<file path="config.mk">
export PLATFORM = sky130hd
export DESIGN_NAME = sdf_bf_stage
export DESIGN_NICKNAME = d
export VERILOG_FILES = /design/src/rtl/sdf_bf_stage.sv
export SDC_FILE = /design/constraint.sdc
export NUM_CORES = 1
export LEC_CHECK = 0
export CAP_MARGIN = 20
export CORE_MARGIN = 4
export CORE_UTILIZATION = 50
export CTS_CLUSTER_SIZE = 14
export DETAILED_ROUTE_END_ITERATION = 6
export PLACE_DENSITY_LB_ADDON = 0.12
export SYNTH_ARGS = -nofsm -noshare
export SYNTH_HDL_FRONTEND = slang
export SYNTH_SLANG_ARGS = --single-unit
</file>
<file path="constraint.sdc">
create_clock -name clk -period 16.6 [get_ports clk]
set_clock_uncertainty 0.05 [all_clocks]
set_input_delay 4.98 -clock clk [delete_from_list [all_inputs] [get_ports clk]]
set_output_delay 4.98 -clock clk [all_outputs]
set_load 0.05 [all_outputs]
</file>
<file path="src/rtl/sdf_bf_stage.sv">
// ============================================================================
// sdf_bf_stage : radix-2 single-path delay-feedback butterfly stage controller
//   Optional feature macro: BF_SAT_EN (saturating butterfly arithmetic)
//   Revision 1.0 - initial release
// ============================================================================
`default_nettype none

module sdf_bf_stage #(
  parameter int WIDTH      = 14,
  parameter int DEPTH_LOG2 = 5
) (
  input  logic                    clk,
  input  logic                    rst,
  input  logic                    in_valid,
  input  logic                    in_sof,
  input  logic signed [WIDTH-1:0] in_re,
  input  logic signed [WIDTH-1:0] in_im,
  output logic                    out_valid,
  output logic                    out_sof,
  output logic signed [WIDTH-1:0] out_re,
  output logic signed [WIDTH-1:0] out_im,
  output logic                    primed
);

  localparam int D  = 1 << DEPTH_LOG2;
  localparam int CW = DEPTH_LOG2 + 1;
  localparam logic [CW-1:0] c_IDX_B0   = CW'(D);
  localparam logic [CW-1:0] c_IDX_LAST = CW'(2 * D - 1);

  // Wrap by truncation, or clamp when the extra sign bit disagrees.
  function automatic logic [WIDTH-1:0] bf_fit(input logic [WIDTH:0] v);
`ifdef BF_SAT_EN
    if (v[WIDTH] != v[WIDTH-1])
      return v[WIDTH] ? {1'b1, {(WIDTH-1){1'b0}}} : {1'b0, {(WIDTH-1){1'b1}}};
`endif
    return v[WIDTH-1:0];
  endfunction

  logic [CW-1:0]           r_cnt;
  logic                    r_primed;
  logic                    r_out_valid;
  logic                    r_out_sof;
  logic signed [WIDTH-1:0] r_out_re;
  logic signed [WIDTH-1:0] r_out_im;
  logic signed [WIDTH-1:0] r_dl_re [D];
  logic signed [WIDTH-1:0] r_dl_im [D];

  logic [CW-1:0]           w_idx;
  logic                    w_phase_b;
  logic                    w_resync;
  logic                    w_primed_eff;
  logic signed [WIDTH-1:0] w_head_re;
  logic signed [WIDTH-1:0] w_head_im;
  logic [WIDTH:0]          w_sum_re_x;
  logic [WIDTH:0]          w_sum_im_x;
  logic [WIDTH:0]          w_dif_re_x;
  logic [WIDTH:0]          w_dif_im_x;
  logic signed [WIDTH-1:0] w_sum_re;
  logic signed [WIDTH-1:0] w_sum_im;
  logic signed [WIDTH-1:0] w_push_re;
  logic signed [WIDTH-1:0] w_push_im;

  // in_sof forces index 0; arriving anywhere else abandons the partial frame.
  assign w_idx        = in_sof ? '0 : r_cnt;
  assign w_phase_b    = w_idx[CW-1];
  assign w_resync     = in_sof && (r_cnt != '0);
  assign w_primed_eff = r_primed && !w_resync;

  assign w_head_re  = r_dl_re[D-1];
  assign w_head_im  = r_dl_im[D-1];
  assign w_sum_re_x = {w_head_re[WIDTH-1], w_head_re} + {in_re[WIDTH-1], in_re};
  assign w_sum_im_x = {w_head_im[WIDTH-1], w_head_im} + {in_im[WIDTH-1], in_im};
  assign w_dif_re_x = {w_head_re[WIDTH-1], w_head_re} - {in_re[WIDTH-1], in_re};
  assign w_dif_im_x = {w_head_im[WIDTH-1], w_head_im} - {in_im[WIDTH-1], in_im};
  assign w_sum_re   = bf_fit(w_sum_re_x);
  assign w_sum_im   = bf_fit(w_sum_im_x);
  assign w_push_re  = w_phase_b ? bf_fit(w_dif_re_x) : in_re;
  assign w_push_im  = w_phase_b ? bf_fit(w_dif_im_x) : in_im;

  always_ff @(posedge clk) begin
    if (rst) begin
      r_cnt       <= '0;
      r_primed    <= 1'b0;
      r_out_valid <= 1'b0;
      r_out_sof   <= 1'b0;
      r_out_re    <= '0;
      r_out_im    <= '0;
      for (int i = 0; i < D; i++) begin
        r_dl_re[i] <= '0;
        r_dl_im[i] <= '0;
      end
    end else begin
      r_out_valid <= 1'b0;
      r_out_sof   <= 1'b0;
      if (in_valid) begin
        r_cnt <= w_idx + CW'(1);
        for (int i = 1; i < D; i++) begin
          r_dl_re[i] <= r_dl_re[i-1];
          r_dl_im[i] <= r_dl_im[i-1];
        end
        r_dl_re[0]  <= w_push_re;
        r_dl_im[0]  <= w_push_im;
        r_out_re    <= w_phase_b ? w_sum_re : w_head_re;
        r_out_im    <= w_phase_b ? w_sum_im : w_head_im;
        r_out_valid <= w_phase_b || w_primed_eff;
        r_out_sof   <= (w_idx == c_IDX_B0);
        if (w_idx == c_IDX_LAST)
          r_primed <= 1'b1;
        else if (w_resync)
          r_primed <= 1'b0;
      end
    end
  end

  assign out_valid = r_out_valid;
  assign out_sof   = r_out_sof;
  assign out_re    = r_out_re;
  assign out_im    = r_out_im;
  assign primed    = r_primed;

endmodule

`default_nettype wire

</file>
After elaboration in Yosys (flattened, before gate mapping)
Memory sizes are Yosys's and may differ from the RTL's.
Index checks and enable logic that the tools add are counted.
{ "word_totals": {"reg_bits": 37, "mem_bits_rw": 896, "input_bits": 32, "out_inout_bits": 31, "elab_cells": 164, "mem_count": 2} }
{ "mem_list": {"columns": ["memory", "depth", "width", "read_ports", "rd_ports_with_merged_regs", "wr", "line", "rtl"], "rows": [
  ["r_dl_im", 32, 14, 32, 0, 32, "46", "logic signed [WIDTH-1:0] r_dl_im [D];"],
  ["r_dl_re", 32, 14, 32, 0, 32, "45", "logic signed [WIDTH-1:0] r_dl_re [D];"]
]} }
{ "op_classes": {"n_addsub": 5, "n_eq_ne": 2, "n_mux": 76, "n_bitwise": 65, "reduce_logical": 8} }
{ "op_table": {"columns": ["op", "count"], "rows": [
  ["$mux W14", 68],
  ["$or A1 B1 Y1", 64],
  ["$add A14 B14 Y14", 2],
  ["$sub A14 B14 Y14", 2],
  ["$eq A6 B6 Y1 const B", 2],
  ["$mux W1", 7],
  ["$add A6 B1 Y6 const B", 1],
  ["$mux W6", 1],
  ["$reduce_bool A6 Y1", 1],
  ["$logic_and A1 B1 Y1", 2],
  ["$reduce_and A2 Y1", 1],
  ["$reduce_bool A2 Y1", 1],
  ["$reduce_or A2 Y1", 1],
  ["$logic_not A1 Y1", 1],
  ["$logic_or A1 B1 Y1", 1],
  ["$not A1 Y1", 1]
]} }

Logic depth before layout (Yosys ltp)
{ "depth": {"ltp_word": 5, "mapped_depth": 10, "ltp_nobuf": 10} }

Least setup slack after synthesis
OpenSTA, ideal clock, no wires.
{ "synth_path": {"path_type": "input-to-reg", "start": "in rst", "end": "mem r_dl_im[0][0], enable pin", "setup_time_ns": 0.848, "arrival_time_ns": 15.118, "required_ns": 15.702, "setup_slack_ns": 0.585, "path_stages": 4, "n_path_buf": 2, "cell_sequence": "clkbuf_1 nor2_1 clkbuf_1 inv_1"} }
{ "synth_rtl": {"columns": ["element", "line", "rtl"], "rows": [
  ["from (decl)", "13", "input logic rst,"],
  ["to (decl)", "46", null]
]} }

==> results by group <==
Power and ir drop
  – Power Total: 4.78 mW
  – Pleak: 18.3 nW
  – Cell area power density: 117 mW/mm2
  – Max VDD drop: 0.0000839 V

Yosys
  – Top-area cell type share of the netlist area: 41.3%
  – Mapped Nets: 3081
  – Netlist cell types: 63
  – Syn_area_per_cell: 12.3 um2
  – Syn Std Cell Area: 0.0367 mm2
  – Synthesized flop and latch total: 933
  – Mapped Cells: 2991
  – Ys Warns: 0
  – Asr flop ratio synth: 0%
  – EDFF count, synth: 504
  – Seq/Total Area, Yosys: 64.7%
  – Top post-synthesis cells by area: edfxtp_1 (41%), dfxtp_1 (23%), mux2i_1 (11%)
  – Synth Flop Type: edfxtp_1
  – Cell accounting for the most synthesized area: edfxtp_1

Global route
  – Remaining global-route overflow: 0
  – Pin count of the biggest net entering global routing: 240
  – Vias in the first global route: 20500
  – First-pass GRT wire length: 109000 um
  – Antenna violations before repair: 1
  – Total Routing Usage GR: 16.7%

Final layout
  – Layout area overhead: 11.5%
  – Share of cells above drive strength 1: 6.25%
  – Cell Count, Final, Fillers Out: 3986
  – Fin nets: 3035
  – Final Instance Area: 0.0409 mm2
  – Fillers: 6009

Clocking
  – Setup bufs post-CTS: 0
  – Worst-Skew Late Latency: 0.62 ns
  – Clock root buffer: clkbuf_16
  – Clk sink count: 933
  – Max Buffers Root-to-Sink: 3
  – # hold bufs at CTS: 0
  – Clk slew on worst S/H paths: 0.06 ns
  – Cts repair resizes: 0
  – CTS HTree Levels: 3
  – Cts bufs inserted: 95
  – TritonCTS clock tree: built

Critical path
  – Crit path launch type: input pin
  – Setup CP Type: in -> reg
  – Most used cell, CP: buf_4
  – WP buf/inv: 5
  – CP delay by family, top: buffers and inverters
  – Worst path slowest cell: buf_4
  – WP data required: 16.80 ns
  – Crit. End Element: flip-flop
  – Critical Path, Cell by Cell: buf_8 > nor2_1 > buf_4 > inv_8 > buf_4 > buf_4
  – CP arrival: 7.96 ns
  – Crit-path max FO: 93
  – Worst path max stage delay: 0.81 ns

Die
  – Initial Util: 50.3%
  – Row count: 99
  – Die W: 279 um
  – Core ar.: 0.0728 mm2
  – Top Ports: 63
  – Die area: 0.0777 mm2
  – DIE HEIGHT: 279 um

Timing
  – Fmax: 129 MHz
  – Setup tns final: 0 ns
  – Worst hold slack: 0.437 ns
  – Max-slew violations: 0
  – Final Hold Viols: 0
  – Final setup fails: 0
  – Fin crit period: 7.76 ns
  – Fin crit share: 46.8%
  – Slew margin rel.: 25.9%
  – RSZ-0062 raised after global routing: no
  – Worst Max-Slew Pin Slew: 1.11 ns

Route
  – Metal3 WL: 2710 um
  – Wire per inst: 16.6 um
  – Routed met1 length: 33900 um
  – Routed Antenna Nets: 0
  – Vias: 21300
  – Routed WL: 66000 um
  – First DRT Iteration DRCs: 1701
  – DR pass1 iterations: 5
  – Metal2 WL: 27800 um
  – Number of remaining DRC errors: 0
  – Via density: 5.35
  – Highest metal used: met5

Run
  – Maxcap violations: 0

Place
  – Placed Instances: 3806
  – PortBufs: 62
  – Detailed Place HPWL: 36900 um
  – Cell area after placement: 0.0378 mm2
  – Gpl congestion: 0.883

Min path
  – Worst min-delay path class: reg -> reg

Status
  – Outcome: finished, final reports clean
-- state kept, by name, indices dropped and copies added, names as in the netlist --
register,flops
out_valid,1
out_re,14
out_sof,1
r_dl_re,448
r_cnt,6
primed,1
r_dl_im,448
out_im,14
-- worst min-delay path, cell delays in order (launching register included) --
cell	delay (ns)
edfxtp_1	0.32
mux2i_1	0.06
nor2_1	0.07
-- per-stage QoR --
step,worst slack (ns),util [%]
after floorplan,0.585,-
after global placement,7.98,51.9
after detailed placement,7.89,51.9
after CTS,8.57,56.1
after global routing,8.55,56.1
final,8.84,56.1
-- power by group --
group | switching [mW] | total, mW | internal, mW
Combinational | 0.132 | 0.197 | 0.0651
Clock | 0.860 | 2.04 | 1.18
Sequential | 0.0207 | 2.54 | 2.52
Total | 1.01 | 4.78 | 3.77
-- final timing paths --
| kind | to | from | slack, ns | depth (start not counted) |
|---|---|---|---|---|
| worst max register to register | r_dl_im[0][12] | r_dl_im[7][42] | 13.70 | 9 |
| worst max-delay path | r_dl_re[1][30] | rst | 8.84 | 6 |
| worst min-delay path | r_dl_im[4][35] | r_dl_im[4][21] | 0.44 | 2 |
| worst min register to register | r_dl_im[4][35] | r_dl_im[4][21] | 0.44 | 2 |
-- synth_stat cells (5+ instances only) --
| library cell | count |
|---|---|
| buf_1 | 18 |
| inv_1 | 54 |
| edfxtp_1 | 504 |
| or3_1 | 6 |
| o21bai_1 | 5 |
| nor2b_1 | 15 |
| dfxtp_1 | 429 |
| nand3b_1 | 5 |
| a22oi_1 | 6 |
| o211ai_1 | 8 |
| buf_2 | 53 |
| a21oi_1 | 56 |
| and2_1 | 5 |
| nor2_1 | 467 |
| xor2_1 | 8 |
| nand3_1 | 16 |
| o21ai_0 | 38 |
| nand2b_1 | 8 |
| a211oi_1 | 12 |
| a221o_1 | 5 |
| nor3_1 | 16 |
| clkbuf_1 | 156 |
| xnor2_1 | 18 |
| mux2i_1 | 399 |
| and3_1 | 481 |
| a31oi_1 | 6 |
| a21o_1 | 11 |
| ha_1 | 54 |
| nor4_1 | 6 |
| nand2_1 | 55 |
-- cell usage in the layout, fill, tap and decap left out, types with 6 or more instances in the layout --
cell,netlist,routed
a21oi_1,56,56
ha_1,54,54
inv_1,54,53
clkbuf_8,0,12
a22oi_1,6,6
mux2i_1,399,399
clkbuf_16,0,99
a211oi_1,12,12
o21ai_0,38,38
nor4_1,6,6
or3_1,6,6
nand3_1,16,16
a21o_1,11,11
clkinv_2,0,21
o211ai_1,8,8
nand2b_1,8,8
xor2_1,8,8
dfxtp_1,429,429
nor2_1,467,467
xnor2_1,18,18
nor2b_1,15,14
a31oi_1,6,6
nand2_1,55,55
nor3_1,16,16
and3_1,481,481
clkdlybuf4s50_1,0,60
buf_4,3,21
edfxtp_1,504,504
clkbuf_1,156,29
-- layer usage --
metal / up-vias / global-route usage, %
met4: 2 / 4.83
met5: - / 0
met1: 10300 / 25.8
met3: 123 / 3.23
met2: 355 / 24.2
li1: 10600 / -
-- cell type report --
| class | count | area (um2) | area share, % |
|---|---|---|---|
| diodes | 1 | 2.50 | 0.00612 |
| clock buffers | 140 | 2750 | 6.73 |
| clock inverters | 38 | 283 | 0.692 |
| inverters | 58 | 233 | 0.570 |
| multi-input cells | 1769 | 11800 | 28.8 |
| flip-flops and latches | 933 | 23700 | 58.1 |
| well taps | 959 | 1200 | 2.94 |
| repair buffers | 88 | 891 | 2.18 |
-- cells by family after synthesis --
family          after synthesis  share of synthesized area, %
compound gates              193                          3.51
mux                         399                          10.9
simple gates               1093                          15.0
fa+ha+maj                    58                          2.06
flops                       933                          64.7
xor+xnor                     26                         0.621
buf+inv                     289                          3.17
Power figures use the tool's default switching activity.
